$ cat config.mk
export PLATFORM = sky130hd
export DESIGN_NAME = sprite_compositor_flat
export DESIGN_NICKNAME = d
export VERILOG_FILES = /design/src/rtl/sprite_compositor_if.sv /design/src/rtl/sprite_compositor.sv /design/src/flat_wrapper.sv
export SDC_FILE = /design/constraint.sdc
export NUM_CORES = 1
export LEC_CHECK = 0
export ABC_AREA = 0
export ABC_CLOCK_PERIOD_IN_PS = 5140
export BUFFER_PORTS_ARGS = -buffer_cell sky130_fd_sc_hd__buf_2
export CAP_MARGIN = 20
export CELL_PAD_IN_SITES_DETAIL_PLACEMENT = 0
export CELL_PAD_IN_SITES_GLOBAL_PLACEMENT = 1
export CORE_ASPECT_RATIO = 1.4
export CORE_UTILIZATION = 49
export CTS_CLUSTER_DIAMETER = 80
export CTS_CLUSTER_SIZE = 14
export DETAILED_ROUTE_END_ITERATION = 10
export PLACE_DENSITY = 0.87
export SYNTH_ARGS = -nofsm -noshare
export SYNTH_HDL_FRONTEND = slang
export SYNTH_SLANG_ARGS = --single-unit
$ cat constraint.sdc
create_clock -name clk -period 5.14 [get_ports clk]
set_input_delay 0.257 -clock clk [delete_from_list [all_inputs] [get_ports clk]]
set_output_delay 0.257 -clock clk [all_outputs]
set_load 0.02 [all_outputs]
$ cat src/rtl/sprite_compositor_if.sv
// Pixel, sprite, map-ROM and composited-output signals of the sprite compositor.
// The master side drives the scan, sprite table and ROM data; the slave is the compositor.
interface sprite_compositor_if #(
  parameter int NUM_SPR = 4
);
  logic [10:0]          x;
  logic [10:0]          y;
  logic                 pix_valid;
  logic                 frame_start;
  logic [NUM_SPR*9-1:0] spr_x;
  logic [NUM_SPR*9-1:0] spr_y;
  logic [NUM_SPR-1:0]   spr_en;
  logic [NUM_SPR*8-1:0] spr_color;
  logic [4:0]           tile_x;
  logic [5:0]           tile_y;
  logic [1:0]           tile_code;
  logic [7:0]           rgb;
  logic                 rgb_valid;
  logic [NUM_SPR-1:0]   collide;

  modport master (
    output x, y, pix_valid, frame_start, spr_x, spr_y, spr_en, spr_color, tile_code,
    input  tile_x, tile_y, rgb, rgb_valid, collide
  );

  modport slave (
    input  x, y, pix_valid, frame_start, spr_x, spr_y, spr_en, spr_color, tile_code,
    output tile_x, tile_y, rgb, rgb_valid, collide
  );
endinterface

$ cat src/rtl/sprite_compositor.sv
// Three-stage pixel compositor: map-window test and tile addressing, sprite hit test
// against per-frame shadow registers, then priority colour selection with pellet blink.
module sprite_compositor #(
  parameter int         NUM_SPR      = 4,
  parameter int         SPR_W        = 24,
  parameter int         MAP_LU_X     = 150,
  parameter int         MAP_LU_Y     = 50,
  parameter int         MAP_RD_X     = 498,
  parameter int         MAP_RD_Y     = 458,
  parameter logic [7:0] COLOR_NULL   = 8'h00,
  parameter logic [7:0] COLOR_WALL   = 8'h03,
  parameter logic [7:0] COLOR_DOT    = 8'hFC,
  parameter logic [7:0] COLOR_PELLET = 8'hFF
) (
  input  logic                 clk,
  input  logic                 reset,
  sprite_compositor_if.slave   bus
);

  localparam logic [11:0] HALF = 12'(SPR_W / 2);

  // S0 combinational: window test and map-relative offsets
  logic       w_in_map;
  logic [8:0] w_mx;
  logic [8:0] w_my;

  assign w_in_map = (bus.x >= 11'(MAP_LU_X)) && (bus.x < 11'(MAP_RD_X)) &&
                    (bus.y >= 11'(MAP_LU_Y)) && (bus.y < 11'(MAP_RD_Y));
  assign w_mx     = 9'(bus.x - 11'(MAP_LU_X));
  assign w_my     = 9'(bus.y - 11'(MAP_LU_Y));

  logic       r0_valid;
  logic       r0_in_map;
  logic [8:0] r0_mx;
  logic [8:0] r0_my;
  logic [4:0] r_tile_x;
  logic [5:0] r_tile_y;

  // S0 register stage, including the map-ROM address
  always_ff @(posedge clk or negedge reset) begin
    if (!reset) begin
      r0_valid  <= 1'b0;
      r0_in_map <= 1'b0;
      r0_mx     <= 9'd0;
      r0_my     <= 9'd0;
      r_tile_x  <= 5'd0;
      r_tile_y  <= 6'd0;
    end else begin
      r0_valid  <= bus.pix_valid;
      r0_in_map <= w_in_map;
      r0_mx     <= w_mx;
      r0_my     <= w_my;
      r_tile_x  <= w_in_map ? 5'(w_mx / 9'd12) : 5'd0;
      r_tile_y  <= w_in_map ? 6'(w_my / 9'd12) : 6'd0;
    end
  end

  logic [NUM_SPR*9-1:0] r_sh_x;
  logic [NUM_SPR*9-1:0] r_sh_y;
  logic [NUM_SPR-1:0]   r_sh_en;
  logic [NUM_SPR*8-1:0] r_sh_col;
  logic [4:0]           r_blink;

  // Sprite shadow registers and blink counter, both advanced only at frame boundaries
  always_ff @(posedge clk or negedge reset) begin
    if (!reset) begin
      r_sh_x   <= '0;
      r_sh_y   <= '0;
      r_sh_en  <= '0;
      r_sh_col <= '0;
      r_blink  <= 5'd0;
    end else if (bus.frame_start) begin
      r_sh_x   <= bus.spr_x;
      r_sh_y   <= bus.spr_y;
      r_sh_en  <= bus.spr_en;
      r_sh_col <= bus.spr_color;
      r_blink  <= r_blink + 5'd1;
    end else begin
      r_sh_x   <= r_sh_x;
      r_sh_y   <= r_sh_y;
      r_sh_en  <= r_sh_en;
      r_sh_col <= r_sh_col;
      r_blink  <= r_blink;
    end
  end

  logic [NUM_SPR-1:0] w_hit;
  logic [NUM_SPR-1:0] w_coll;
  logic               w_any_hit;
  logic [7:0]         w_hit_col;

  // S1 hit test; 12-bit compares keep centres near the map edge from wrapping.
  // Scanning from the top index down lets the lowest-index hit win the colour.
  always_comb begin
    w_hit     = '0;
    w_coll    = '0;
    w_any_hit = 1'b0;
    w_hit_col = COLOR_NULL;
    for (int k = NUM_SPR - 1; k >= 0; k--) begin
      if (r_sh_en[k] && r0_in_map &&
          (({3'b000, r0_mx} + HALF) >= {3'b000, r_sh_x[k*9 +: 9]}) &&
          ({3'b000, r0_mx} < ({3'b000, r_sh_x[k*9 +: 9]} + HALF)) &&
          (({3'b000, r0_my} + HALF) >= {3'b000, r_sh_y[k*9 +: 9]}) &&
          ({3'b000, r0_my} < ({3'b000, r_sh_y[k*9 +: 9]} + HALF))) begin
        w_hit[k]  = 1'b1;
        w_any_hit = 1'b1;
        w_hit_col = r_sh_col[k*8 +: 8];
      end else begin
        w_hit[k]  = 1'b0;
      end
    end
    for (int k = 1; k < NUM_SPR; k++) begin
      w_coll[k] = r0_valid & w_hit[0] & w_hit[k];
    end
  end

  logic       r1_valid;
  logic       r1_in_map;
  logic       r1_any_hit;
  logic [7:0] r1_col;

  // S1 register stage; the winning sprite colour travels with the pixel
  always_ff @(posedge clk or negedge reset) begin
    if (!reset) begin
      r1_valid   <= 1'b0;
      r1_in_map  <= 1'b0;
      r1_any_hit <= 1'b0;
      r1_col     <= COLOR_NULL;
    end else begin
      r1_valid   <= r0_valid;
      r1_in_map  <= r0_in_map;
      r1_any_hit <= w_any_hit;
      r1_col     <= w_hit_col;
    end
  end

  logic [NUM_SPR-1:0] r_acc;
  logic [NUM_SPR-1:0] r_collide;

  // Collision accumulator; a hit on the boundary cycle seeds the next frame
  always_ff @(posedge clk or negedge reset) begin
    if (!reset) begin
      r_acc     <= '0;
      r_collide <= '0;
    end else if (bus.frame_start) begin
      r_collide <= r_acc;
      r_acc     <= w_coll;
    end else begin
      r_collide <= r_collide;
      r_acc     <= r_acc | w_coll;
    end
  end

  logic [7:0] w_tile_col;
  logic [7:0] w_rgb;

  // S2 colour select; ROM data lines up with the S1 register contents
  always_comb begin
    w_tile_col = COLOR_NULL;
    case (bus.tile_code)
      2'd0:    w_tile_col = COLOR_WALL;
      2'd1:    w_tile_col = COLOR_NULL;
      2'd2:    w_tile_col = COLOR_DOT;
      2'd3:    w_tile_col = r_blink[4] ? COLOR_NULL : COLOR_PELLET;
      default: w_tile_col = COLOR_NULL;
    endcase
    w_rgb = COLOR_NULL;
    if (!r1_valid || !r1_in_map) begin
      w_rgb = COLOR_NULL;
    end else if (r1_any_hit) begin
      w_rgb = r1_col;
    end else begin
      w_rgb = w_tile_col;
    end
  end

  logic [7:0] r_rgb;
  logic       r_rgb_valid;

  // S2 output register
  always_ff @(posedge clk or negedge reset) begin
    if (!reset) begin
      r_rgb       <= COLOR_NULL;
      r_rgb_valid <= 1'b0;
    end else begin
      r_rgb       <= w_rgb;
      r_rgb_valid <= r1_valid;
    end
  end

  assign bus.tile_x    = r_tile_x;
  assign bus.tile_y    = r_tile_y;
  assign bus.rgb       = r_rgb;
  assign bus.rgb_valid = r_rgb_valid;
  assign bus.collide   = r_collide;

endmodule
$ cat src/flat_wrapper.sv
// flat-port wrapper written by rule: the top's interface ports become plain ports
module sprite_compositor_flat 
#(
  parameter int         NUM_SPR      = 4,
  parameter int         SPR_W        = 24,
  parameter int         MAP_LU_X     = 150,
  parameter int         MAP_LU_Y     = 50,
  parameter int         MAP_RD_X     = 498,
  parameter int         MAP_RD_Y     = 458,
  parameter logic [7:0] COLOR_NULL   = 8'h00,
  parameter logic [7:0] COLOR_WALL   = 8'h03,
  parameter logic [7:0] COLOR_DOT    = 8'hFC,
  parameter logic [7:0] COLOR_PELLET = 8'hFF
)
  (clk, reset, bus_x, bus_y, bus_pix_valid, bus_frame_start, bus_spr_x, bus_spr_y, bus_spr_en, bus_spr_color, bus_tile_code, bus_tile_x, bus_tile_y, bus_rgb, bus_rgb_valid, bus_collide);
  sprite_compositor_if #(.NUM_SPR(NUM_SPR)) bus_i ();
  input  logic clk;
  input  logic reset;
  input wire logic [$bits(bus_i.x)-1:0] bus_x;
  input wire logic [$bits(bus_i.y)-1:0] bus_y;
  input wire logic [$bits(bus_i.pix_valid)-1:0] bus_pix_valid;
  input wire logic [$bits(bus_i.frame_start)-1:0] bus_frame_start;
  input wire logic [$bits(bus_i.spr_x)-1:0] bus_spr_x;
  input wire logic [$bits(bus_i.spr_y)-1:0] bus_spr_y;
  input wire logic [$bits(bus_i.spr_en)-1:0] bus_spr_en;
  input wire logic [$bits(bus_i.spr_color)-1:0] bus_spr_color;
  input wire logic [$bits(bus_i.tile_code)-1:0] bus_tile_code;
  output wire logic [$bits(bus_i.tile_x)-1:0] bus_tile_x;
  output wire logic [$bits(bus_i.tile_y)-1:0] bus_tile_y;
  output wire logic [$bits(bus_i.rgb)-1:0] bus_rgb;
  output wire logic [$bits(bus_i.rgb_valid)-1:0] bus_rgb_valid;
  output wire logic [$bits(bus_i.collide)-1:0] bus_collide;
  assign bus_i.x = bus_x;
  assign bus_i.y = bus_y;
  assign bus_i.pix_valid = bus_pix_valid;
  assign bus_i.frame_start = bus_frame_start;
  assign bus_i.spr_x = bus_spr_x;
  assign bus_i.spr_y = bus_spr_y;
  assign bus_i.spr_en = bus_spr_en;
  assign bus_i.spr_color = bus_spr_color;
  assign bus_i.tile_code = bus_tile_code;
  assign bus_tile_x = bus_i.tile_x;
  assign bus_tile_y = bus_i.tile_y;
  assign bus_rgb = bus_i.rgb;
  assign bus_rgb_valid = bus_i.rgb_valid;
  assign bus_collide = bus_i.collide;
  sprite_compositor #(.NUM_SPR(NUM_SPR), .SPR_W(SPR_W), .MAP_LU_X(MAP_LU_X), .MAP_LU_Y(MAP_LU_Y), .MAP_RD_X(MAP_RD_X), .MAP_RD_Y(MAP_RD_Y), .COLOR_NULL(COLOR_NULL), .COLOR_WALL(COLOR_WALL), .COLOR_DOT(COLOR_DOT), .COLOR_PELLET(COLOR_PELLET)) u_core (.clk(clk), .reset(reset), .bus(bus_i));
endmodule
Yosys cells after proc, flatten, opt, wreduce, memory -nomap -nowiden
Index checks and enable logic that the tools add are counted.
{ "totals": {"ff_bits": 172, "in_bits": 136, "output_inout_bits": 24} }
{ "op_classes": {"n_addsub": 13, "div_mod_pow": 2, "magnitude_cmp": 20, "n_eq_ne": 3, "muxes": 18, "bitwise": 5, "n_reduce_logical": 27} }
{ "op_table": {"columns": ["operator", "count"], "rows": [
  ["$add 9x4->10 const B", 10],
  ["$ge 12x9->1", 8],
  ["$lt 9x12->1", 8],
  ["$mux 8", 7],
  ["$pmux 8 s4", 1],
  ["$logic_and 1x1->1", 23],
  ["$lt 11x9->1 const B", 2],
  ["$div 9x4->9 const B", 2],
  ["$ge 11x6->1 const B", 1],
  ["$ge 11x8->1 const B", 1],
  ["$sub 9x6->9 const B", 1],
  ["$sub 9x8->9 const B", 1],
  ["$mux 1", 7],
  ["$mux 6", 1],
  ["$add 5x1->5 const B", 1],
  ["$mux 5", 1],
  ["$and 1x1->1", 4],
  ["$eq 2x2->1 const B", 2],
  ["$mux 4", 1],
  ["$or 4x4->4", 1],
  ["$eq 2x1->1 const B", 1],
  ["$logic_not 1->1", 2],
  ["$logic_not 2->1", 1],
  ["$logic_or 1x1->1", 1]
]} }

Depth between registers and ports, before layout
{ "logic_depth": {"depth_word": 11, "mapped_depth": 14, "depth_no_buf": 13} }

Least setup slack after synthesis
OpenSTA, ideal clock, no wires.
{ "synth_timing": {"kind": "register to register", "startpoint": "register u_core.r0_mx[2]", "endpoint": "register u_core.r1_col[0]", "setup_ps": 104, "arrival_time_ps": 3033, "slack_ps": 2003, "path_stages_with_launch": 13, "path_cell_list": "dfrtp_1 > inv_1 > ha_1 > nor2_1 > xor2_1 > ha_1 > a21o_1 > a2111oi_0 > o21ai_0 > o2111ai_1 > buf_1 > mux2i_1 > a221oi_1"} }
{ "synth_via": {"elab_chain_len": 10, "word_cells_on_any_way": 29, "cone_classes": "add/sub: 1; order compare: 8; mux: 4; reduce/logical: 16"} }
{ "synth_rtl": {"columns": ["item", "line_no", "rtl"], "rows": [
  ["start: declaration", "sprite_compositor.sv:34", "logic [8:0] r0_mx;"],
  ["start signal: assignment", "sprite_compositor.sv:51", "r0_mx <= w_mx;"],
  ["$add 9x4->10", "sprite_compositor.sv:101", "(({3'b000, r0_mx} + HALF) >= {3'b000, r_sh_x[k*9 +: 9]}) &&"],
  ["$ge 12x9->1", "sprite_compositor.sv:101", null],
  ["$logic_and 1x1->1", "sprite_compositor.sv:100", "if (r_sh_en[k] && r0_in_map &&"],
  ["$logic_and 1x1->1", "sprite_compositor.sv:101", null],
  ["$logic_and 1x1->1", "sprite_compositor.sv:102", "({3'b000, r0_mx} < ({3'b000, r_sh_x[k*9 +: 9]} + HALF)) &&"],
  ["$logic_and 1x1->1", "sprite_compositor.sv:103", "(({3'b000, r0_my} + HALF) >= {3'b000, r_sh_y[k*9 +: 9]}) &&"],
  ["$mux 8 (3 in series)", "sprite_compositor.sv:100", null],
  ["$mux 8 *", "sprite_compositor.sv:100", null],
  ["via u_core.w_hit_col[0]", "sprite_compositor.sv:90", "logic [7:0] w_hit_col;"],
  ["end signal: assignment", "sprite_compositor.sv:133", "r1_col <= w_hit_col;"],
  ["end: declaration", "sprite_compositor.sv:120", "logic [7:0] r1_col;"]
]} }
Mark *: on every way through the listed nets, which the timed path passes. The rest lies on a longest branch.
A chain may end at the register's enable or synchronous reset.

Final worst setup path
{ "layout_timing": {"startpoint": "register u_core.r0_mx[2]", "endpoint": "register u_core.r1_col[1]"} }
Same word-level chain as after synthesis.

==> results.rst <==
.. list-table::
   :header-rows: 1

   * - Metric
     - Value
   * - Startpoint Class
     - flip-flop
   * - Critical path launch point
     - u_core.r0_mx[2]$_DFF_PN0_
   * - Master of the slowest instance on the critical path
     - dfrtp_1
   * - Largest net degree at the start of global routing
     - 141
   * - Worst IR drop on VDD
     - 251 uV
   * - Achievable frequency
     - 267 MHz
   * - Syn Inst Count
     - 1,122
   * - Reg-to-reg slack, setup
     - 1400 ps
   * - Critical path's largest stage delay
     - 520 ps
   * - Largest delay contributor family on the critical path
     - compound AO/OA/AOI/OAI gates
   * - Least setup slack across all paths after layout
     - 1400 ps
   * - I/O Pins
     - 160
   * - Clock tree from TritonCTS
     - built
   * - Count of yosys warnings during synthesis
     - 0
   * - Total Die Area
     - 0.0231 sq mm
   * - Area added between synthesis and finish
     - 15.7%
   * - Combined buffer and inverter count along the critical path
     - 1
   * - Power dissipated by switching net loads
     - 1.31 mW
   * - Initial Utilization
     - 0.503
   * - Final-layout worst hold slack
     - 18.8 ps
   * - Worst setup path endpoint
     - u_core.r1_col[1]$_DFF_PN0_
   * - Post-Synthesis Mean Instance Area
     - 9.83 sq um
   * - WL/cell
     - 17.3 um
   * - Number of cells on the worst reg-to-reg path
     - 12
   * - Most common cell after layout, fill and taps aside
     - dfrtp_1
   * - Total global routing overflow
     - 0
   * - Combinational cell fraction of total power
     - 0.267
   * - Filler instances
     - 2,020
   * - Highest net fanout along the worst path
     - 9
   * - Leading cell types in the layout, fill and taps excluded
     - dfrtp_1 (170), buf_2 (156), ha_1 (148), o21ai_0 (116), inv_1 (107)
   * - Number of resized instances in the post-cts repair step
     - 0
   * - Global placer's final weighted congestion
     - 0.916
   * - Aggregate routed wire length
     - 27,400 um
   * - Via count of the first global-routing pass
     - 9,034
   * - Depth of the critical timing path with buffers and inverters included
     - 12
   * - Die X
     - 129 um
   * - Number of synthesized register bits
     - 170
   * - Remaining max-slew budget at the tightest pin
     - 0.290
   * - Leading register cell type out of synthesis
     - dfrtp_1
   * - Required time of the worst setup path
     - 5470 ps
   * - Core area
     - 0.0219 sq mm
   * - P_int
     - 2.62 mW
   * - Total number of clock tree sinks
     - 170
   * - Drt initial violations
     - 416
   * - Post-detailed-route DRC marker count
     - 0
   * - Number of nets with antenna violations after detailed routing
     - 0
   * - Switching fraction of total power
     - 0.333
   * - Total number of vias
     - 8,678
   * - Maxcap violations
     - 0
   * - Sort of element at the end of the critical path
     - flip-flop
   * - First-pass GRT wire length
     - 45,200 um
   * - Outcome
     - completed
   * - Cell Area, Synth
     - 0.0110 sq mm
   * - Number of enable flip-flop cells after synthesis
     - 0
   * - Cell mode on critical path
     - ha_1
   * - H-tree levels
     - 4
   * - Share of power burned in the clock network
     - 0.332
   * - WS Path Type
     - flip-flop to flip-flop
   * - Period utilisation layout
     - 0.728
   * - Number of nets in the finished design
     - 1,561
   * - Final max-slew violation count
     - 0
   * - Slew of the pin with the lowest slew margin
     - 1060 ps
   * - Post-detailed-route via-to-cell ratio
     - 5.47
   * - Crit Reg-Reg Startpoint
     - u_core.r0_mx[2]$_DFF_PN0_
   * - Number of buffers on the longest clock path
     - 2
   * - Clock transition at the registers of the reported paths
     - 70 ps
   * - Pre-Repair DR Iteration Count
     - 4
   * - Power share of the sequential group
     - 0.401
   * - Total CTS buffers
     - 17
   * - Overall global routing resource usage
     - 0.253
   * - Total Power
     - 3.92 mW
   * - FP Rows
     - 64
   * - Critical path, cell by cell
     - inv_1 -> ha_1 -> nor2_1 -> xor2_1 -> ha_1 -> o21ai_0 -> a211o_1 -> a211oi_1 -> o2111ai_1 -> nor3_1 -> mux2i_1 -> a221oi_1
   * - Worst path arrival time
     - 4070 ps
   * - Minimum clock period
     - 3740 ps
   * - Antenna cells
     - 0
   * - Die Height
     - 179 um
   * - Ratio of cells with drive above 1 in the final layout
     - 0.201
   * - Hold Fails Final Rpt
     - 0
   * - Worst r2r dst
     - u_core.r1_col[1]$_DFF_PN0_
   * - Class of the tightest hold or removal check
     - primary input to flip-flop
   * - Worst clock skew on the final layout
     - 11.4 ps
   * - Sequential area share after synthesis
     - 0.386
   * - Worst slack, placed
     - 1420 ps
   * - Clock root cell
     - clkbuf_16
   * - Finish-stage setup viols
     - 0
   * - Number of buffer cells added on primary ports
     - 158
   * - Number of antenna violations at the first check in global routing
     - 0
   * - Total half-perimeter wirelength after legalization and detailed placement
     - 21,300 um
   * - Share of flip-flops with an asynchronous set or reset after synthesis
     - 1.00
   * - Unrepaired setup endpoints after global routing
     - false
   * - Number of distinct library cells after synthesis
     - 72
   * - Pleak
     - 6.21 nW
   * - Latest clock arrival within the worst-skew pair
     - 450 ps
   * - Areal power density over the cells
     - 308 mW/mm^2
   * - Post-route setup TNS
     - 0 ps
   * - Synthesized Nets
     - 1,406
==> power by group through the flow <==
| stage | clock network [mW] | registers, mW | logic [mW] |
|---|---|---|---|
| after floorplan | 0 | 1.56 | 0.739 |
| after global placement | 0 | 1.59 | 1.01 |
| after detailed placement | 0 | 1.60 | 1.04 |
| after CTS | 1.33 | 1.57 | 1.05 |
| after global routing | 1.38 | 1.59 | 1.20 |
| final | 1.30 | 1.57 | 1.05 |
==> cells in the mapped netlist, drive strengths merged (20+ instances only) <==
library cell / instances / area share
nor3: 41 / 0.020
ha: 148 / 0.17
dfrtp: 170 / 0.39
a21oi: 36 / 0.016
nor2: 41 / 0.014
o21ai: 117 / 0.053
o21a: 20 / 0.014
xnor2: 51 / 0.045
clkbuf: 24 / 0.0082
inv: 109 / 0.038
mux2: 41 / 0.042
nand2: 94 / 0.032
a21o: 24 / 0.016
==> layer usage <==
metal | vias up | GRT usage | part of all wire
li1 | 4311 | - | -
met1 | 4096 | 0.295 | 0.42
met2 | 208 | 0.441 | 0.51
met3 | 63 | 0.0372 | 0.033
met4 | 0 | 0.135 | 0.043
met5 | - | 0 | 0
==> registers in the layout, indices dropped and copies added, names as in the netlist, 3 cells and up <==
name and count:
u_core.bus.collide 3, u_core.r_sh_en 4, u_core.r0_mx 9, u_core.bus.tile_y 6, u_core.r0_my 9, u_core.r_sh_x 36
u_core.r1_col 8, u_core.r_blink 5, u_core.bus.tile_x 5, u_core.r_sh_y 36, u_core.bus.rgb 8, u_core.r_sh_col 32
u_core.r_acc 3
==> area by class of cell <==
class                   count  area, sq um  share of cell area
repair buffers            166          873              0.0685
clock inverters            14          154              0.0121
inverters                 109          414              0.0325
flip-flops and latches    170         4250               0.334
multi-input cells         813         6250               0.490
clock buffers              18          439              0.0344
well taps                 297          372              0.0291
==> through the flow <==
step                      std cells   util  area [sq um]
after detailed placement       1551  0.552         12100
after CTS                      1587  0.581         12800
final                          1587  0.581         12800
after floorplan                1122      -         11000
after global placement         1551  0.552         12100
after global routing           1587  0.581         12800
==> worst min path at each step <==
stage / end / cells after the start / startpoint
6_report: u_core.r_sh_y[2]$_DFFE_PN0P_ / 3 / bus_spr_y[2]
2_1_floorplan: u_core.bus.collide[1]$_DFFE_PN0P_ / 0 / reset
3_3_place_gp: u_core.r_sh_x[28]$_DFFE_PN0P_ / 1 / reset
4_1_cts: u_core.r_sh_y[2]$_DFFE_PN0P_ / 3 / bus_spr_y[2]
5_1_grt: u_core.r_sh_y[25]$_DFFE_PN0P_ / 3 / bus_spr_y[25]
3_5_place_dp: u_core.r_sh_x[19]$_DFFE_PN0P_ / 1 / reset
==> logic make-up after synthesis <==
family          share of synthesized area
simple gates                        0.114
fa+ha+maj                           0.168
other cells                      0.000340
flops                               0.386
compound gates                      0.171
mux                                0.0546
buf+inv                            0.0482
xor+xnor                           0.0588
==> repair_timing <==
item | in CTS | in global routing
buffers inserted | 0 | 0
hold endpoints to repair | 81 | 0
endpoints found under the setup margin | 0 | 0
hold buffers | 4 | 0
==> worst min-delay path, delay by kind of cell <==
kind                   cells  cell delay [ps]
AO/OA/AOI/OAI              1               60
buffers and inverters      1               70
AND/OR/NAND/NOR            1               40
(Power assumes the default switching activity.)
